==> config.mk <==
export PLATFORM = sky130hd
export DESIGN_NAME = decode_queue_ctrl
export DESIGN_NICKNAME = d
export VERILOG_FILES = /design/src/rtl/decode_queue_ctrl_pkg.sv /design/src/rtl/decode_queue_ctrl_imm_ext.sv /design/src/rtl/decode_queue_ctrl.sv
export SDC_FILE = /design/constraint.sdc
export NUM_CORES = 1
export LEC_CHECK = 0
export BUFFER_PORTS_ARGS = -buffer_cell sky130_fd_sc_hd__clkbuf_2
export CAP_MARGIN = 15
export CORE_ASPECT_RATIO = 1.75
export CORE_MARGIN = 1.5
export CORE_UTILIZATION = 59
export DETAILED_ROUTE_END_ITERATION = 8
export PLACE_DENSITY = 0.94
export SYNTH_ARGS = -nofsm -noshare
export SYNTH_HDL_FRONTEND = slang
export SYNTH_SLANG_ARGS = --single-unit
==> constraint.sdc <==
create_clock -name clk_i -period 14.8 [get_ports clk_i]
set_input_delay 0 -clock clk_i [delete_from_list [all_inputs] [get_ports clk_i]]
set_output_delay 0 -clock clk_i [all_outputs]
set_load 0.02 [all_outputs]
==> src/rtl/decode_queue_ctrl_pkg.sv <==
// Shared RISC-V decode definitions: base opcodes, immediate formats and the
// queue entry layout used by the decode-side instruction queue.
package decode_queue_ctrl_pkg;

   localparam logic [6:0] OPC_LOAD   = 7'b0000011;
   localparam logic [6:0] OPC_OP_IMM = 7'b0010011;
   localparam logic [6:0] OPC_AUIPC  = 7'b0010111;
   localparam logic [6:0] OPC_STORE  = 7'b0100011;
   localparam logic [6:0] OPC_OP     = 7'b0110011;
   localparam logic [6:0] OPC_LUI    = 7'b0110111;
   localparam logic [6:0] OPC_BRANCH = 7'b1100011;
   localparam logic [6:0] OPC_JALR   = 7'b1100111;
   localparam logic [6:0] OPC_JAL    = 7'b1101111;

   typedef enum logic [2:0] {
      FMT_R,
      FMT_I,
      FMT_S,
      FMT_B,
      FMT_U,
      FMT_J,
      FMT_ILL
   } imm_fmt_e;

   typedef struct packed {
      logic [31:0] instr;
      logic [31:0] pc;
      logic [31:0] imm;
      imm_fmt_e    fmt;
   } entry_t;

endpackage

==> src/rtl/decode_queue_ctrl_imm_ext.sv <==
// Immediate extraction and sign extension for each RISC-V immediate format.
// R-type and unrecognised opcodes produce zero.
module imm_extension_unit
   import decode_queue_ctrl_pkg::*;
(
   input  logic [31:7] instr,
   input  imm_fmt_e    fmt,
   output logic [31:0] imm
);

   // NOTE: every always_comb output gets a default before the case so that no
   // path leaves it unassigned and a latch is inferred.
   always_comb begin
      imm = '0;
      case (fmt)
         FMT_I: imm = {{20{instr[31]}}, instr[31:20]};
         FMT_S: imm = {{20{instr[31]}}, instr[31:25], instr[11:7]};
         FMT_B: imm = {{19{instr[31]}}, instr[31], instr[7], instr[30:25], instr[11:8], 1'b0};
         FMT_U: imm = {instr[31:12], 12'b0};
         FMT_J: imm = {{11{instr[31]}}, instr[31], instr[19:12], instr[20], instr[30:21], 1'b0};
         default: imm = '0;
      endcase
   end

endmodule

==> src/rtl/decode_queue_ctrl.sv <==
// Decode-side instruction queue: classifies and extends immediates at enqueue,
// buffers DEPTH entries and presents the head entry to execute.
module decode_queue_ctrl
   import decode_queue_ctrl_pkg::*;
#(
   parameter int DEPTH = 2
) (
   input  logic        clk_i,
   input  logic        rst_ni,
   input  logic        flush_i,
   input  logic        instr_valid_i,
   output logic        instr_ready_o,
   input  logic [31:0] instr_i,
   input  logic [31:0] pc_i,
   output logic        dec_valid_o,
   input  logic        dec_ready_i,
   output logic [31:0] dec_instr_o,
   output logic [31:0] dec_pc_o,
   output logic [31:0] dec_imm_o,
   output imm_fmt_e    dec_fmt_o,
   output logic        dec_illegal_o
);

   localparam int PTR_W = $clog2(DEPTH);
   localparam int CNT_W = PTR_W + 1;
   localparam logic [CNT_W-1:0] FULL_CNT = CNT_W'(DEPTH);

   entry_t             mem [DEPTH];
   logic [PTR_W-1:0]   wr_ptr;
   logic [PTR_W-1:0]   rd_ptr;
   logic [CNT_W-1:0]   count;
   imm_fmt_e           enq_fmt;
   logic [31:0]        enq_imm;
   logic               enq;
   logic               deq;

   always_comb begin
      enq_fmt = FMT_ILL;
      case (instr_i[6:0])
         OPC_LOAD, OPC_OP_IMM, OPC_JALR: enq_fmt = FMT_I;
         OPC_STORE:                      enq_fmt = FMT_S;
         OPC_BRANCH:                     enq_fmt = FMT_B;
         OPC_JAL:                        enq_fmt = FMT_J;
         OPC_LUI, OPC_AUIPC:             enq_fmt = FMT_U;
         OPC_OP:                         enq_fmt = FMT_R;
         default:                        enq_fmt = FMT_ILL;
      endcase
   end

   imm_extension_unit u_imm_ext (
      .instr (instr_i[31:7]),
      .fmt   (enq_fmt),
      .imm   (enq_imm)
   );

   // Ready depends only on registered count, never on dec_ready_i.
   assign instr_ready_o = (count != FULL_CNT);
   assign dec_valid_o   = (count != '0);
   assign enq           = instr_valid_i & instr_ready_o & ~flush_i;
   assign deq           = dec_valid_o & dec_ready_i & ~flush_i;

   // NOTE: sequential state uses non-blocking assignments so every register
   // samples pre-edge values regardless of statement order.
   always_ff @(posedge clk_i or negedge rst_ni) begin
      if (!rst_ni) begin
         wr_ptr <= '0;
         rd_ptr <= '0;
         count  <= '0;
      end else if (flush_i) begin
         wr_ptr <= '0;
         rd_ptr <= '0;
         count  <= '0;
      end else begin
         if (enq) wr_ptr <= wr_ptr + PTR_W'(1);
         if (deq) rd_ptr <= rd_ptr + PTR_W'(1);
         case ({enq, deq})
            2'b10:   count <= count + CNT_W'(1);
            2'b01:   count <= count - CNT_W'(1);
            default: count <= count;
         endcase
      end
   end

   // NOTE: storage is deliberately not reset; count gates visibility, so stale
   // contents can never reach the outputs.
   always_ff @(posedge clk_i) begin
      if (enq) mem[wr_ptr] <= '{instr: instr_i, pc: pc_i, imm: enq_imm, fmt: enq_fmt};
   end

   always_comb begin
      dec_instr_o   = '0;
      dec_pc_o      = '0;
      dec_imm_o     = '0;
      dec_fmt_o     = FMT_R;
      dec_illegal_o = 1'b0;
      if (dec_valid_o) begin
         dec_instr_o   = mem[rd_ptr].instr;
         dec_pc_o      = mem[rd_ptr].pc;
         dec_imm_o     = mem[rd_ptr].imm;
         dec_fmt_o     = mem[rd_ptr].fmt;
         dec_illegal_o = (mem[rd_ptr].fmt == FMT_ILL);
      end
   end

endmodule

# Word level (Yosys, flattened, before mapping)
# Memories as Yosys holds them, arrays and structs flattened.
# Index checks and enable logic that the tools add are counted.
[word_totals]
ram_bits = 198
memories = 1
reg_bits = 4
output_inout_bits = 102
word_cells = 52
[op_classes]
n_eq_ne = 18
add_sub_neg = 4
reduce_logical = 6
bitwise_logic = 5
n_mux = 15
[memory_table]
columns = ["memory", "words", "width", "read_ports", "rd_clocked_by_memory_dff", "write_ports", "line_no", "text"]
rows = [
  ["mem", 2, 99, 1, 0, 1, "decode_queue_ctrl.sv:28", "entry_t mem [DEPTH];"],
]
[op_table]
columns = ["op", "n"]
rows = [
  ["32-bit one-hot mux with 5 select lines", 1],
  ["32-bit 2-to-1 mux", 3],
  ["7-bit by 6-bit equality test with 1-bit output, second input constant", 3],
  ["7-bit equality test, second input constant", 3],
  ["3-bit one-hot mux with 6 select lines", 1],
  ["7-bit by 5-bit equality test with 1-bit output, second input constant", 2],
  ["3-bit equality test, second input constant", 3],
  ["7-bit by 2-bit equality test with 1-bit output, second input constant", 1],
  ["1-bit 2-to-1 mux", 7],
  ["3-bit by 2-bit equality test with 1-bit output, second input constant", 2],
  ["2-bit nonzero test", 3],
  ["1-bit bitwise AND", 4],
  ["2-bit one-hot mux with 2 select lines", 1],
  ["3-bit by 1-bit equality test with 1-bit output, second input constant", 1],
  ["3-bit 2-to-1 mux", 1],
  ["3-bit nonzero test", 1],
  ["3-bit OR reduction", 1],
  ["1-bit adder, second input constant", 2],
  ["2-bit by 1-bit adder with 2-bit output, second input constant", 1],
  ["2-bit by 1-bit equality test with 1-bit output, second input constant", 1],
  ["2-bit equality test, second input constant", 1],
  ["2-bit 2-to-1 mux", 1],
  ["2-bit != test, second input constant", 1],
  ["2-bit OR reduction", 1],
  ["other kinds (2)", 2],
]

# Longest topological paths before layout
[depth]
depth_word = 6
mapped_depth = 6
depth_no_buf = 5

# Hierarchy
# Synthesis repeated with hierarchy kept, for this count alone.
[hier_totals]
hier_cells = 526
hier_area_um2 = 8161.6
[by_module_without_submodules]
columns = ["module", "cells_per_inst", "area_per_inst_um2", "instances"]
rows = [
  ["decode_queue_ctrl", 460, 7771.2, 1],
  ["imm_extension_unit", 66, 390.4, 1],
]

# Least setup slack after synthesis
# Ideal clock, no wire load.
[synth_timing]
kind = "register to register"
start = "register count[0]"
end = "memory mem[1][0] (netlist name), enable pin"
required_time_ps = 14102
setup_ps = 698
stages_incl_launch_ff = 4
path_slack_ps = 6084
arrival_time_ps = 8018
synth_period_minus_slack_ps = 8716
cell_sequence = "dfrtp_1 -> nand2b_1 -> nand2_1 -> nor3b_1"
[synth_via]
elab_chain_cells = 5
[synth_lines]
columns = ["item", "line_no", "text"]
rows = [
  ["start: declaration", "decode_queue_ctrl.sv:31", "logic [CNT_W-1:0] count;"],
  ["start signal: assignment", "decode_queue_ctrl.sv:77", "2'b10: count <= count + CNT_W'(1);"],
  ["start signal: assignment", "decode_queue_ctrl.sv:78", "2'b01: count <= count - CNT_W'(1);"],
  ["start signal: assignment", "decode_queue_ctrl.sv:79", "default: count <= count;"],
  ["2-bit != test", "decode_queue_ctrl.sv:57", "assign instr_ready_o = (count != FULL_CNT);"],
  ["net instr_ready_o", "decode_queue_ctrl.sv:12", "output logic instr_ready_o,"],
  ["1-bit bitwise AND (2 in a row)", "decode_queue_ctrl.sv:59", "assign enq = instr_valid_i & instr_ready_o & ~flush_i;"],
  ["1-bit 2-to-1 mux", "decode_queue_ctrl.sv:87", "if (enq) mem[wr_ptr] <= '{instr: instr_i, pc: pc_i, imm: enq_imm, fmt: enq_fmt};"],
  ["1-bit 2-to-1 mux (not written as such)", "decode_queue_ctrl.sv:87", ""],
  ["end: declaration", "decode_queue_ctrl.sv:28", ""],
]
# The timed path passes the listed nets, and every way through them passes these cells.

# Worst setup path after layout
[layout_timing]
start = "register rd_ptr"
end = "output port dec_illegal_o"
[layout_via]
elab_chain_cells = 3
[layout_lines]
columns = ["item", "line_no", "text"]
rows = [
  ["start: declaration", "decode_queue_ctrl.sv:30", "logic [PTR_W-1:0] rd_ptr;"],
  ["start signal: assignment", "decode_queue_ctrl.sv:75", "if (deq) rd_ptr <= rd_ptr + PTR_W'(1);"],
  ["memory read 2 x 99 bit", "-", ""],
  ["3-bit equality test", "decode_queue_ctrl.sv:101", "dec_illegal_o = (mem[rd_ptr].fmt == FMT_ILL);"],
  ["1-bit 2-to-1 mux", "decode_queue_ctrl.sv:96", "if (dec_valid_o) begin"],
  ["end: declaration", "decode_queue_ctrl.sv:21", "output logic dec_illegal_o"],
]
# No other way between the ends.

==> metrics.md <==
| Metric | Value |
|---|---|
| Post-synthesis compound-gate area fraction | 3.81% |
| Crit. Startpoint | rd_ptr |
| Share of layout cells above drive strength 1 | 27.8% |
| DIE WIDTH | 91.8 um |
| Critical Path Source Type | flop |
| R2R Path End | rd_ptr |
| Tot GR Track Use | 25.7% |
| Worst-path fanout max | 53 |
| Worst path bufs/invs | 2 |
| Final hold violation count | 0 |
| Placed inst area | 9140 um2 |
| Clock sinks | 202 |
| Worst path arrival time | 3.02 ns |
| Setup TNS | 0 ns |
| Mux share of post-synthesis cell area | 12.3% |
| EDFF count, synth | 198 |
| Total power | 1.23 mW |
| Synth warn | 0 |
| Initial antenna violation count | 0 |
| Max_cap viols | 0 |
| Design Area, Final | 10,300 um2 |
| Crit-path cells | buf_4 -> nand2_1 -> o22ai_1 -> and2_1 -> clkbuf_2 |
| Lkg Pwr | 3.97 nW |
| Status | completed |
| Req. time, crit path | 14.80 ns |
| Placer congestion estimate | 0.849 |
| Total CTS buffers | 17 |
| Wirelength, routed | 18,800 um |
| Final Skew | 0.0107 ns |
| Yosys cell types | 42 |
| FILL cells | 788 |
| Largest family of logic cells by synthesized area | multiplexers |
| Worst-Skew Late Latency | 0.46 ns |
| Root Buffer | clkbuf_16 |
| Peak Freq | 0.331 GHz |
| Hold EP | mem[1][45] |
| RSZ-0062 raised after global routing | false |
| H-tree depth | 1 |
| First-pass GRT wire length | 28,500 um |
| Die ar. | 14,500 um2 |
| FP Rows | 56 |
| Post-Synth Simple-Gate Area | 7.56% |
| Final cell count without fillers | 932 |
| Violation count after the first detailed-routing iteration | 427 |
| Mean Syn Cell Area | 15.9 um2 |
| Kind of cell adding the most delay to the critical path | flip-flops |
| WHS Path Cells | 2 |
| Worst-margin pin slew | 0.944 ns |
| Pin count of the biggest net entering global routing | 87 |
| Peak supply drop | 0.101 mV |
| Final min period | 3.02 ns |
| Core box area | 13,500 um2 |
| Routed len/inst | 20.1 um |
| DRC Markers | 0 |
| Final worst-path cycle share | 20.4% |
| Pwr dens | 119 nW/um2 |
| Final Net Count | 820 |
| Final setup viols | 0 |
| ANT cells | 0 |
| Reg2reg setup slack | 12.55 ns |
| Final hold slack | 0.279 ns |
| Synth Instances | 512 |
| Flop and latch count out of synthesis | 202 |
| Main synth FF type | edfxtp_1 |
| I/O pin count | 171 |
| Hold path start | pc_i[10] |
| Setup Crit Path Kind | reg -> out |
| Die H | 158 um |
| Initial Util | 60.5% |
| Peak per-stage delay on the critical path | 1.01 ns |
| Syn_nets | 581 |
| Layout overhead on the synthesized area | 26.6% |
| HPWL Detailed | 11,300 um |
| Vias in the first global route | 5,329 |
| Hold Path Class | in -> reg |
| Antenna viol nets, final | 0 |
| CTS Buffer Depth | 3 |
| Synth area leaders | edfxtp_1 (73%), mux2i_1 (12%), nor2_1 (4.9%) |
| Leading area contributor after synthesis | edfxtp_1 |
| Global route overflow | 0 |
| FF-to-FF path depth | 6 |
| Reg2Reg Launch Point | count[0] |
| Netlist Area Pre-Place | 8140 um2 |
| DP Cell Count | 835 |
| CTS resizes | 0 |
| Clk slew on worst S/H paths | 0.07 ns |
| Number of port buffers | 170 |
| Post-Synth XOR/XNOR Area | 0.215% |
| Final slew viol count | 0 |
| Post-DR vias/cell | 5.58 |
| Crit-path slowest cell | dfrtp_4 |
| CTS tree | yes |
| First-pass iteration count of the detailed router | 5 |
| Worst setup EP type | output pin |
| Synth async-reset ratio | 1.98% |
| Post-synth top area share | 73.1% |
| Adder-cell share of the synthesized area | 0% |
| Routed vias | 5,200 |
| Post-synthesis sequential area ratio | 74.3% |
| Slew margin rel. | 37.0% |
## Yosys cell counts (4+ instances only)
cell	n
edfxtp_1	198
nor2_1	107
mux2i_1	98
a21o_1	21
buf_2	14
clkbuf_1	8
and2_1	6
nand2_1	6
a21oi_1	4
a22o_1	4
dfrtp_1	4
nand2b_1	4
## per-stage QoR
| stage | util, % | worst slack [ns] |
|---|---|---|
| floorplan | - | 6.08 |
| global placement | 67.9 | 12.35 |
| detailed placement | 67.9 | 12.28 |
| CTS | 76.5 | 11.80 |
| global route | 76.6 | 11.64 |
| finish | 76.6 | 11.78 |
## worst register-to-register path: cells and delay by family (launching register included)
family                 cells  cell delay (ns)
buffers and inverters      2             0.96
AND/OR/NAND/NOR            3             0.56
flip-flops                 1             0.44
XOR/XNOR                   1             0.16
## layout by cell type (no fill, tap or decap), types with 2 or more instances in the layout
| cell | Yosys | layout |
|---|---|---|
| clkinv_2 | 0 | 2 |
| clkbuf_16 | 0 | 17 |
| or2_2 | 2 | 2 |
| clkbuf_2 | 0 | 170 |
| dlygate4sd3_1 | 0 | 70 |
| mux2_2 | 2 | 2 |
| a21oi_1 | 4 | 4 |
| a21o_1 | 21 | 21 |
| dfrtp_1 | 4 | 3 |
| a221o_1 | 2 | 2 |
| nand2b_1 | 4 | 4 |
| xor2_1 | 2 | 2 |
| and2_1 | 6 | 6 |
| a22o_1 | 4 | 4 |
| edfxtp_1 | 198 | 198 |
| nor2_1 | 107 | 106 |
| clkinv_1 | 0 | 2 |
| clkbuf_1 | 8 | 5 |
| nand2_1 | 6 | 6 |
| buf_4 | 1 | 7 |
| inv_1 | 2 | 2 |
| mux2i_1 | 98 | 98 |
## kinds of logic (layout without fill, tap and decap cells)
group	after synthesis	count (layout)
AOI/OAI and AO/OA	40	40
DFF	202	202
buffers and inverters	29	275
muxes	100	100
xor gates and xnor gates	2	2
and+or+nand+nor	139	139
## final cells by class
type	count	area (um2)	area share, %
clock inverters	4	17.5	0.170
flip-flops and latches	202	6050	58.7
well taps	174	218	2.11
repair buffers	247	1600	15.6
inverters	2	7.51	0.0729
clock buffers	22	444	4.31
multi-input cells	281	1960	19.1
## state kept, by name (all words and copies together), names as in the netlist
name    cells
rd_ptr      1
count       2
mem       198
wr_ptr      1
## timing repair
| item | 4_1_cts | 5_1_grt |
|---|---|---|
| endpoints found under the hold margin | 196 | 0 |
| buffers inserted | 0 | 0 |
| hold buffers | 70 | 0 |
## worst max path at each step
stage	to	slack [ns]	cells after the start
6_report	dec_illegal_o	11.78	5
2_1_floorplan	mem[1][0]	6.08	3
3_5_place_dp	dec_illegal_o	12.28	5
5_1_grt	dec_illegal_o	11.64	5
3_3_place_gp	dec_illegal_o	12.35	5
4_1_cts	dec_illegal_o	11.80	5
## power by group
part           switching [mW]  total [mW]  internal, mW  leakage (nW)
logic                   0.102       0.164        0.0622          1.91
clock network           0.182       0.393         0.210         0.226
registers              0.0138       0.668         0.654          1.83
total                   0.298        1.23         0.927          3.97
## layer usage
layer | part of all wire (%) | wire [um] | vias up | global-route usage (%)
met5 | 0 | 0 | - | 0
met1 | 37 | 6880 | 2537 | 30.4
li1 | - | - | 2376 | -
met2 | 54 | 10200 | 238 | 47.7
met4 | 3.9 | 733 | 0 | 11.2
met3 | 5.0 | 938 | 49 | 2.44
(Power assumes the default switching activity.)
